`src/rtl/idex_stage_if.sv`:
```
// ID/EX stage bus: decoded instruction fields in from decode, registered stage
// contents plus hazard status out to execute and the forwarding unit.
interface idex_stage_if #(
  parameter int DATA_W = 16,
  parameter int REG_W  = 4
);
  logic              ifid_valid;
  logic [REG_W-1:0]  ifid_rs;
  logic [REG_W-1:0]  ifid_rt;
  logic [REG_W-1:0]  ifid_rd;
  logic [DATA_W-1:0] ifid_rs_data;
  logic [DATA_W-1:0] ifid_rt_data;
  logic [DATA_W-1:0] ifid_imm;
  logic              ifid_regwrite;
  logic              ifid_memread;
  logic              ifid_memwrite;
  logic              ifid_memtoreg;
  logic              ifid_alusrc;
  logic [3:0]        ifid_aluop;
  logic              flush;
  logic              hold;

  logic              idex_valid;
  logic [REG_W-1:0]  idex_rs;
  logic [REG_W-1:0]  idex_rt;
  logic [REG_W-1:0]  idex_rd;
  logic [DATA_W-1:0] idex_rs_data;
  logic [DATA_W-1:0] idex_rt_data;
  logic [DATA_W-1:0] idex_imm;
  logic              idex_regwrite;
  logic              idex_memread;
  logic              idex_memwrite;
  logic              idex_memtoreg;
  logic              idex_alusrc;
  logic [3:0]        idex_aluop;
  logic              stall;
  logic [15:0]       hazard_count;

  modport master (
    output ifid_valid, ifid_rs, ifid_rt, ifid_rd, ifid_rs_data, ifid_rt_data,
           ifid_imm, ifid_regwrite, ifid_memread, ifid_memwrite, ifid_memtoreg,
           ifid_alusrc, ifid_aluop, flush, hold,
    input  idex_valid, idex_rs, idex_rt, idex_rd, idex_rs_data, idex_rt_data,
           idex_imm, idex_regwrite, idex_memread, idex_memwrite, idex_memtoreg,
           idex_alusrc, idex_aluop, stall, hazard_count
  );

  modport slave (
    input  ifid_valid, ifid_rs, ifid_rt, ifid_rd, ifid_rs_data, ifid_rt_data,
           ifid_imm, ifid_regwrite, ifid_memread, ifid_memwrite, ifid_memtoreg,
           ifid_alusrc, ifid_aluop, flush, hold,
    output idex_valid, idex_rs, idex_rt, idex_rd, idex_rs_data, idex_rt_data,
           idex_imm, idex_regwrite, idex_memread, idex_memwrite, idex_memtoreg,
           idex_alusrc, idex_aluop, stall, hazard_count
  );
endinterface

```
`src/rtl/idex_stage.sv`:
```
// ID/EX pipeline register with load-use hazard detection, bubble insertion,
// branch flush, external hold and a saturating bubble counter.
module idex_stage #(
  parameter int DATA_W = 16,
  parameter int REG_W  = 4
) (
  input  logic        clk,
  input  logic        rst_n,
  idex_stage_if.slave bus
);
  typedef struct packed {
    logic              valid;
    logic [REG_W-1:0]  rs;
    logic [REG_W-1:0]  rt;
    logic [REG_W-1:0]  rd;
    logic [DATA_W-1:0] rs_data;
    logic [DATA_W-1:0] rt_data;
    logic [DATA_W-1:0] imm;
    logic              regwrite;
    logic              memread;
    logic              memwrite;
    logic              memtoreg;
    logic              alusrc;
    logic [3:0]        aluop;
  } stage_t;

  stage_t      q;
  stage_t      d_load;
  logic [15:0] hazard_cnt;
  logic        stall_c;

  // Address 0 is hardwired zero, so a load targeting it never creates a hazard.
  always_comb begin
    stall_c = q.valid & q.memread & bus.ifid_valid & (q.rt != '0) &
              ((q.rt == bus.ifid_rs) | (q.rt == bus.ifid_rt));
  end

  // Invalid slots still carry their data but must never write state.
  always_comb begin
    d_load          = '0;
    d_load.valid    = bus.ifid_valid;
    d_load.rs       = bus.ifid_rs;
    d_load.rt       = bus.ifid_rt;
    d_load.rd       = bus.ifid_rd;
    d_load.rs_data  = bus.ifid_rs_data;
    d_load.rt_data  = bus.ifid_rt_data;
    d_load.imm      = bus.ifid_imm;
    d_load.regwrite = bus.ifid_regwrite & bus.ifid_valid;
    d_load.memread  = bus.ifid_memread  & bus.ifid_valid;
    d_load.memwrite = bus.ifid_memwrite & bus.ifid_valid;
    d_load.memtoreg = bus.ifid_memtoreg;
    d_load.alusrc   = bus.ifid_alusrc;
    d_load.aluop    = bus.ifid_aluop;
  end

  always_ff @(posedge clk) begin
    if (!rst_n) begin
      q          <= '0;
      hazard_cnt <= '0;
    end else if (bus.flush) begin
      q <= '0;
    end else if (bus.hold) begin
      q          <= q;
      hazard_cnt <= hazard_cnt;
    end else if (stall_c) begin
      q <= '0;
      if (hazard_cnt != '1) begin
        hazard_cnt <= hazard_cnt + 16'd1;
      end
    end else begin
      q <= d_load;
    end
  end

  assign bus.idex_valid    = q.valid;
  assign bus.idex_rs       = q.rs;
  assign bus.idex_rt       = q.rt;
  assign bus.idex_rd       = q.rd;
  assign bus.idex_rs_data  = q.rs_data;
  assign bus.idex_rt_data  = q.rt_data;
  assign bus.idex_imm      = q.imm;
  assign bus.idex_regwrite = q.regwrite;
  assign bus.idex_memread  = q.memread;
  assign bus.idex_memwrite = q.memwrite;
  assign bus.idex_memtoreg = q.memtoreg;
  assign bus.idex_alusrc   = q.alusrc;
  assign bus.idex_aluop    = q.aluop;
  assign bus.stall         = stall_c;
  assign bus.hazard_count  = hazard_cnt;
endmodule

```
`src/flat_wrapper.sv`:
```
// flat-port wrapper written by rule: the top's interface ports become plain ports
module idex_stage_flat 
#(
  parameter int DATA_W = 16,
  parameter int REG_W  = 4
)
  (clk, rst_n, bus_ifid_valid, bus_ifid_rs, bus_ifid_rt, bus_ifid_rd, bus_ifid_rs_data, bus_ifid_rt_data, bus_ifid_imm, bus_ifid_regwrite, bus_ifid_memread, bus_ifid_memwrite, bus_ifid_memtoreg, bus_ifid_alusrc, bus_ifid_aluop, bus_flush, bus_hold, bus_idex_valid, bus_idex_rs, bus_idex_rt, bus_idex_rd, bus_idex_rs_data, bus_idex_rt_data, bus_idex_imm, bus_idex_regwrite, bus_idex_memread, bus_idex_memwrite, bus_idex_memtoreg, bus_idex_alusrc, bus_idex_aluop, bus_stall, bus_hazard_count);
  idex_stage_if #(.DATA_W(DATA_W), .REG_W(REG_W)) bus_i ();
  input  logic clk;
  input  logic rst_n;
  input wire logic [$bits(bus_i.ifid_valid)-1:0] bus_ifid_valid;
  input wire logic [$bits(bus_i.ifid_rs)-1:0] bus_ifid_rs;
  input wire logic [$bits(bus_i.ifid_rt)-1:0] bus_ifid_rt;
  input wire logic [$bits(bus_i.ifid_rd)-1:0] bus_ifid_rd;
  input wire logic [$bits(bus_i.ifid_rs_data)-1:0] bus_ifid_rs_data;
  input wire logic [$bits(bus_i.ifid_rt_data)-1:0] bus_ifid_rt_data;
  input wire logic [$bits(bus_i.ifid_imm)-1:0] bus_ifid_imm;
  input wire logic [$bits(bus_i.ifid_regwrite)-1:0] bus_ifid_regwrite;
  input wire logic [$bits(bus_i.ifid_memread)-1:0] bus_ifid_memread;
  input wire logic [$bits(bus_i.ifid_memwrite)-1:0] bus_ifid_memwrite;
  input wire logic [$bits(bus_i.ifid_memtoreg)-1:0] bus_ifid_memtoreg;
  input wire logic [$bits(bus_i.ifid_alusrc)-1:0] bus_ifid_alusrc;
  input wire logic [$bits(bus_i.ifid_aluop)-1:0] bus_ifid_aluop;
  input wire logic [$bits(bus_i.flush)-1:0] bus_flush;
  input wire logic [$bits(bus_i.hold)-1:0] bus_hold;
  output wire logic [$bits(bus_i.idex_valid)-1:0] bus_idex_valid;
  output wire logic [$bits(bus_i.idex_rs)-1:0] bus_idex_rs;
  output wire logic [$bits(bus_i.idex_rt)-1:0] bus_idex_rt;
  output wire logic [$bits(bus_i.idex_rd)-1:0] bus_idex_rd;
  output wire logic [$bits(bus_i.idex_rs_data)-1:0] bus_idex_rs_data;
  output wire logic [$bits(bus_i.idex_rt_data)-1:0] bus_idex_rt_data;
  output wire logic [$bits(bus_i.idex_imm)-1:0] bus_idex_imm;
  output wire logic [$bits(bus_i.idex_regwrite)-1:0] bus_idex_regwrite;
  output wire logic [$bits(bus_i.idex_memread)-1:0] bus_idex_memread;
  output wire logic [$bits(bus_i.idex_memwrite)-1:0] bus_idex_memwrite;
  output wire logic [$bits(bus_i.idex_memtoreg)-1:0] bus_idex_memtoreg;
  output wire logic [$bits(bus_i.idex_alusrc)-1:0] bus_idex_alusrc;
  output wire logic [$bits(bus_i.idex_aluop)-1:0] bus_idex_aluop;
  output wire logic [$bits(bus_i.stall)-1:0] bus_stall;
  output wire logic [$bits(bus_i.hazard_count)-1:0] bus_hazard_count;
  assign bus_i.ifid_valid = bus_ifid_valid;
  assign bus_i.ifid_rs = bus_ifid_rs;
  assign bus_i.ifid_rt = bus_ifid_rt;
  assign bus_i.ifid_rd = bus_ifid_rd;
  assign bus_i.ifid_rs_data = bus_ifid_rs_data;
  assign bus_i.ifid_rt_data = bus_ifid_rt_data;
  assign bus_i.ifid_imm = bus_ifid_imm;
  assign bus_i.ifid_regwrite = bus_ifid_regwrite;
  assign bus_i.ifid_memread = bus_ifid_memread;
  assign bus_i.ifid_memwrite = bus_ifid_memwrite;
  assign bus_i.ifid_memtoreg = bus_ifid_memtoreg;
  assign bus_i.ifid_alusrc = bus_ifid_alusrc;
  assign bus_i.ifid_aluop = bus_ifid_aluop;
  assign bus_i.flush = bus_flush;
  assign bus_i.hold = bus_hold;
  assign bus_idex_valid = bus_i.idex_valid;
  assign bus_idex_rs = bus_i.idex_rs;
  assign bus_idex_rt = bus_i.idex_rt;
  assign bus_idex_rd = bus_i.idex_rd;
  assign bus_idex_rs_data = bus_i.idex_rs_data;
  assign bus_idex_rt_data = bus_i.idex_rt_data;
  assign bus_idex_imm = bus_i.idex_imm;
  assign bus_idex_regwrite = bus_i.idex_regwrite;
  assign bus_idex_memread = bus_i.idex_memread;
  assign bus_idex_memwrite = bus_i.idex_memwrite;
  assign bus_idex_memtoreg = bus_i.idex_memtoreg;
  assign bus_idex_alusrc = bus_i.idex_alusrc;
  assign bus_idex_aluop = bus_i.idex_aluop;
  assign bus_stall = bus_i.stall;
  assign bus_hazard_count = bus_i.hazard_count;
  idex_stage #(.DATA_W(DATA_W), .REG_W(REG_W)) u_core (.clk(clk), .rst_n(rst_n), .bus(bus_i));
endmodule
```
`config.mk`:
```
export PLATFORM = sky130hd
export DESIGN_NAME = idex_stage_flat
export DESIGN_NICKNAME = d
export VERILOG_FILES = /design/src/rtl/idex_stage_if.sv /design/src/rtl/idex_stage.sv /design/src/flat_wrapper.sv
export SDC_FILE = /design/constraint.sdc
export NUM_CORES = 1
export LEC_CHECK = 0
export CAP_MARGIN = 0
export CORE_MARGIN = 3
export CORE_UTILIZATION = 41
export CTS_CLUSTER_DIAMETER = 40
export DETAILED_ROUTE_END_ITERATION = 8
export GPL_TIMING_DRIVEN = 1
export PLACE_DENSITY_LB_ADDON = 0.15
export SLEW_MARGIN = 15
export SYNTH_ARGS = -nofsm -noshare
export SYNTH_HDL_FRONTEND = slang
export SYNTH_SLANG_ARGS = --single-unit
```
`constraint.sdc`:
```
create_clock -name clk -period 2.34 [get_ports clk]
set_clock_uncertainty 0.1 [all_clocks]
set_input_delay 0.234 -clock clk [delete_from_list [all_inputs] [get_ports clk]]
set_output_delay 0.234 -clock clk [all_outputs]
set_load 0.005 [all_outputs]
```
==> results.cfg, run 1 <==
[outcome]
run_status = finished clean

[placed_design]
numPlacedInstances = 671
place_hpwl_um = 7260
io_buffer_count = 160
placement.setup.worst_slack_ns = -0.0449
global_placement_routability_congestion = 0.848

[synth]
synth-warning-count = 0
adder_cell_share_of_the_synthesized_area_pct = 0.344
yosys.cell_count.top_type = dfxtp_1
post_synth_edffs = 0
synth_top_cells_by_count = dfxtp_1 (86), a21oi_1 (77), nand2_1 (75), nand3b_1 (66), clkbuf_1 (24)
synthesis.area_mm2 = 0.00364
post-synth-top-area-cell = dfxtp_1
synthArstFlopShare_pct = 0
synth_simple_gate_area_share_pct = 30.4
yosysTopAreaCellShare_pct = 47.3
postSynthRegisterBits = 86
ys_seq_area_share_pct = 47.3
mappedNetlistNets = 501
yosys.area_share.xor_xnor_pct = 1.93
synth-compound-area-share_pct = 14.3
synth.mux.area_fraction_pct = 1.10
netlist_top_cells_area = dfxtp_1 (47%), nand3b_1 (14%), a21oi_1 (11%)
synth.lib_cells_used.distinct = 33
ys_dominant_reg_cell = dfxtp_1
dominant_combinational_cell_family_by_area_after_synthesis = simple AND/OR/NAND/NOR gates
synth_area_per_cell_um2 = 8.54
syn-instance-count = 426

[sta]
report.final.setup_viol = 0
hold_viol = 0
layout_setup_ws_ns = 0.206
highest_achievable_clock_rate_ghz = 0.469
post-route-min-period_ns = 2.13
worst_pin_slew_ns = 0.707
maxSlewViolCount = 0
timing.slew.headroom_pct = 52.9
holdWs_ns = 0.356
fin_crit_sh_pct = 91.2
unrepaired_setup_endpoints_after_global_routing = false

[clocking]
cts_made_buffers = 9
insertion_delay_ns = 0.35
clock_tree.root_cell = clkbuf_8
clkTransAtPathRegs_ns = 0.09
clock_path_buffers = 2
tritoncts = built
h-tree-depth = 3
clock_sinks = 86

[drt]
antenna_left = 0
drt_pre_antenna_iters = 4
drt_iter0_drc = 98
viasPerCell = 5.27
drc = 0
wl_um = 10400
routed-via-count = 3618
routed_wire_length_per_instance_um = 15.1

[grt]
grt_first_pass_wirelength_um = 16600
grt_pass1_vias = 3375
number_of_antenna_violations_at_the_first_check_in_global_routing = 0
maximum_number_of_pins_on_one_net_before_global_route_repair = 90
grt_util_all_layers_pct = 20.4
grt_remaining_overflow = 0

[floorplanning]
core-area_mm2 = 0.00842
design.die.area_mm2 = 0.0100
io_pins = 161
rows = 33
die_width_um = 100
die_h_um = 100
start_util_pct = 43.2

[final_layout]
design.final.nets = 652
layout.filler_cells = 729
num_antenna_cells = 0
syn2layout_area_growth_pct = 54.7
drive_above_1_share_pct = 7.39
utilization_pct = 66.8
layout.cells.non_filler = 687

[power]
power.leakage_uw = 0.00194
power_density_mw_per_mm2 = 581
power.total_uw = 3270
worst_ir_drop_vdd_uv = 384

[critical_path]
critical_path_class = reg -> reg
worstSetupEndpointType = flip-flop
crit_fanout = 13
worstPathRequired_ns = 2.51
cp_data_arrival_time_ns = 2.30
start_kind = flip-flop

[run]
drv_cap = 0

[hold_path]
min-delay-path-class = in -> reg
placed cells by master (no fill, tap or decap), types with 3 or more instances in the layout:
master,count
a21oi_1,77
a32oi_1,3
buf_4,16
bufinv_16,4
clkbuf_8,10
clkdlybuf4s50_1,158
dfxtp_1,83
mux2i_1,4
nand2_1,75
nand2b_1,4
nand3_1,10
nand3b_1,66
nand4_1,5
nor2_1,7
nor3_1,3
nor4_1,3
nor4_2,4
o21ai_0,3
o31ai_1,7
or3_1,3
or4_1,8
xor2_1,8
where the power goes:
group / switching (uW) / internal, uW / total, uW / leakage [uW]
logic: 141 / 230 / 371 / 0.00110
registers: 21.0 / 1500 / 1520 / 0.000701
clock network: 527 / 851 / 1380 / 0.000134
total: 688 / 2580 / 3270 / 0.00194
final cells by class:
type                    instances  area (um^2)  share of cell area (%)
repair buffers                176         1730                    30.7
multi-input cells             301         1760                    31.2
inverters                       3         11.3                   0.200
clock buffers                  11          141                    2.51
clock inverters                 5          129                    2.29
well taps                     105          131                    2.33
flip-flops and latches         86         1730                    30.7
metal layers:
metal  share of wire [%]  routed length (um)  track usage (%)  up-vias
li1                    -                   -                -     1798
met1                  45                4650             27.0     1678
met2                  46                4810             32.3      126
met3                 6.8                 701             4.24       16
met4                 1.9                 202             8.60        0
met5                   0                   0                0        -
stage by stage:
step,setup TNS (ns),instance area [um^2]
after floorplan,0,3640
after global placement,0,5350
after detailed placement,-0.203,5350
after CTS,0,5630
after global routing,0,5630
final,0,5630
cell families (layout without fill, tap and decap cells):
kind of cell | count (synthesis) | in the layout
muxes | 4 | 4
DFF | 86 | 86
AOI/OAI and AO/OA | 95 | 95
and+or+nand+nor | 193 | 193
xor gates and xnor gates | 8 | 8
adders and majority gates | 1 | 1
buffers and inverters | 39 | 195
repair_timing:
item,in CTS,in global routing
gates resized for setup,6,0
setup endpoints to repair,1,0
setup buffers,0,0
hold buffers,0,0
final timing paths:
kind / from / to / slack (ns) / cells after the start
max: u_core.bus.hazard_count[0] / u_core.bus.hazard_count[14] / 0.21 / 6
min: bus_ifid_rs_data[12] / u_core.bus.idex_rs_data[12] / 0.36 / 3
max reg2reg: u_core.bus.hazard_count[0] / u_core.bus.hazard_count[14] / 0.21 / 6
min reg2reg: u_core.bus.idex_rt_data[4] / u_core.bus.idex_rt_data[4] / 0.36 / 2
worst max-delay path: stages (launching register included):
cell,delay (ns)
dfxtp_1,0.36
ha_1,0.26
nand3_1,0.11
nor4_1,0.06
or3_1,0.49
or4_1,0.53
a21oi_1,0.16
registers in the layout (all words and copies together) (netlist names):
register	count
u_core.bus.idex_aluop	4
u_core.bus.idex_rt	4
u_core.bus.idex_memread	1
u_core.bus.idex_valid	1
u_core.bus.idex_rs	4
u_core.bus.idex_imm	16
u_core.bus.hazard_count	16
u_core.bus.idex_rs_data	16
u_core.bus.idex_memwrite	1
u_core.bus.idex_rd	4
u_core.bus.idex_memtoreg	1
u_core.bus.idex_regwrite	1
u_core.bus.idex_alusrc	1
u_core.bus.idex_rt_data	16
Power figures use the tool's default switching activity.
==> run 2, diff against run 1 <==
- CORE_UTILIZATION: 41 -> 31
==> run 2 against run 1 <==
Against the previous run:
- final cell count rose by 6.4%
- global-route usage fell by 4.0 points
- count of clock-buffer cells in the layout did not move
- design area rose by 3.1%
- critical path depth rose by 1
- clock power rose by 12%
- worst hold slack got worse by 0.14 ns
- combinational power rose by 2%
- via count rose by 0.69%
- critical endpoint is now u_core.bus.hazard_count[4]
- highest routed layer unchanged
==> results.cfg, run 2 (same netlist as run 1, synthesis figures left out) <==
[critical_path]
internal_reg_to_reg_setup_slack_ns = 0.15
critical_path_class = reg -> reg
path_cells = ha_1 -> nand3_1 -> nor4_1 -> or3_1 -> buf_4 -> o31ai_1 -> a21oi_1
start_kind = flip-flop
startpoint = u_core.bus.hazard_count[0]
crit_slowest_cell = or3_1
worstSetupEndpointType = flip-flop
reg2reg_from = u_core.bus.hazard_count[0]
crit_fanout = 15
cp_data_arrival_time_ns = 2.29
critical-path-max-stage-delay_ns = 0.53
worstPathRequired_ns = 2.44

[clocking]
clock_sinks = 86
clkTransAtPathRegs_ns = 0.06
tritoncts = built
clock_tree.root_cell = clkbuf_16
h-tree-depth = 3
clock_path_buffers = 2
cts_made_buffers = 9
insertion_delay_ns = 0.33
holdBufCountCts = 0

[final_layout]
layout.filler_cells = 1061
utilization_pct = 51.9
syn2layout_area_growth_pct = 59.5
design.final.nets = 662
layout_commonest_cell = clkdlybuf4s50_1
num_antenna_cells = 0
layout.cells.non_filler = 731
ff_latch_area_mm2 = 0.00173
final_cell_mix = clkdlybuf4s50_1 (158), dfxtp_1 (82), a21oi_1 (77)
drive_above_1_share_pct = 9.14
multi_input_comb_area_mm2 = 0.00176

[sta]
highest_achievable_clock_rate_ghz = 0.456
unrepaired_setup_endpoints_after_global_routing = false
worst_pin_slew_ns = 0.565
maxSlewViolCount = 0
final.setup.tns_ns = 0
fin_crit_sh_pct = 93.6
timing.slew.headroom_pct = 62.4
hold_viol = 0
report.final.setup_viol = 0
post-route-min-period_ns = 2.19

[outcome]
run_status = finished clean

[floorplanning]
rows = 38
die_h_um = 114
die_width_um = 114
design.die.area_mm2 = 0.0131
io_pins = 161
core-area_mm2 = 0.0112
start_util_pct = 32.6

[drt]
routed_wire_length_per_instance_um = 15.1
routed-via-count = 3643
drc = 0
antenna_left = 0
drt_pre_antenna_iters = 4
drt_iter0_drc = 216
viasPerCell = 4.98
wl_um = 11000

[hold_path]
min-delay-path-class = in -> reg
hold_path.startpoint = bus_hold

[grt]
number_of_antenna_violations_at_the_first_check_in_global_routing = 0
grt_remaining_overflow = 0
maximum_number_of_pins_on_one_net_before_global_route_repair = 54
grt_util_all_layers_pct = 16.4
grt_pass1_vias = 3408
grt_first_pass_wirelength_um = 17300

[power]
power.total_uw = 3440
switching_part_of_the_total_pct = 21.1
p_clk_share_pct = 44.9
internal_power_uw = 2720
p_comb_share_pct = 10.9
seq_power_share_pct = 44.2
worst_ir_drop_vdd_uv = 269
power_density_mw_per_mm2 = 594
p_sw_uw = 725
power.leakage_uw = 0.00201

[placed_design]
numPlacedInstances = 711
global_placement_routability_congestion = 0.860
io_buffer_count = 160
place_hpwl_um = 7660

[run]
drv_cap = 0
[run 2: worst max-delay path, delay by kind of cell (launching register included)]
kind	cells	cell delay [ns]
AOI/OAI and AO/OA	2	0.40
adders and majority gates	1	0.26
buffers and inverters	1	0.25
DFF	1	0.35
and+or+nand+nor	3	0.70
[run 2: through the flow]
stage / instance area (um^2) / worst slack [ns] / hold slack, ns
final: 5800 / 0.149 / 0.219
after global routing: 5800 / 0.00434 / 0.228
after CTS: 5790 / 0.114 / 0.207
after detailed placement: 5440 / -0.126 / 0.346
after global placement: 5440 / -0.108 / 0.339
after floorplan: 3640 / 0.441 / 0.298
[run 2: final cells by class]
cell class                      count  area share (%)
Clock buffer                       11            4.36
Timing Repair Buffer              186            31.1
Clock inverter                      4            1.21
Tap cell                          140            3.02
Sequential cell                    86            29.8
Multi-Input combinational cell    301            30.3
Inverter                            3           0.194
[run 2: power groups by stage]
stage	Clock (uW)	Sequential, uW	Combinational (uW)
after global placement	0	1550	373
after detailed placement	0	1550	378
final	1550	1520	377
after CTS	1590	1520	380
after floorplan	0	1560	138
after global routing	1640	1530	409
[run 2: metal layers]
layer / up-vias / part of all wire [%] / GRT usage [%]
met1: 1681 / 46 / 21.4
met3: 11 / 6.3 / 3.44
met4: 0 / 1.3 / 6.10
met2: 129 / 46 / 26.6
li1: 1822 / - / -
met5: - / 0 / 0
[run 2: path summary, 6_finish.rpt]
check                               endpoint  depth (start not counted)
setup / recovery  u_core.bus.hazard_count[4]                          7
hold / removal    u_core.bus.idex_rs_data[1]                          3
setup reg to reg  u_core.bus.hazard_count[4]                          7
hold reg to reg      u_core.bus.idex_imm[11]                          2
[run 2: timing repair]
action / CTS / global route
setup buffers: 4 / 1
resized for setup: 6 / 1
pin swaps: 1 / 1
endpoints found under the setup margin: 1 / 20
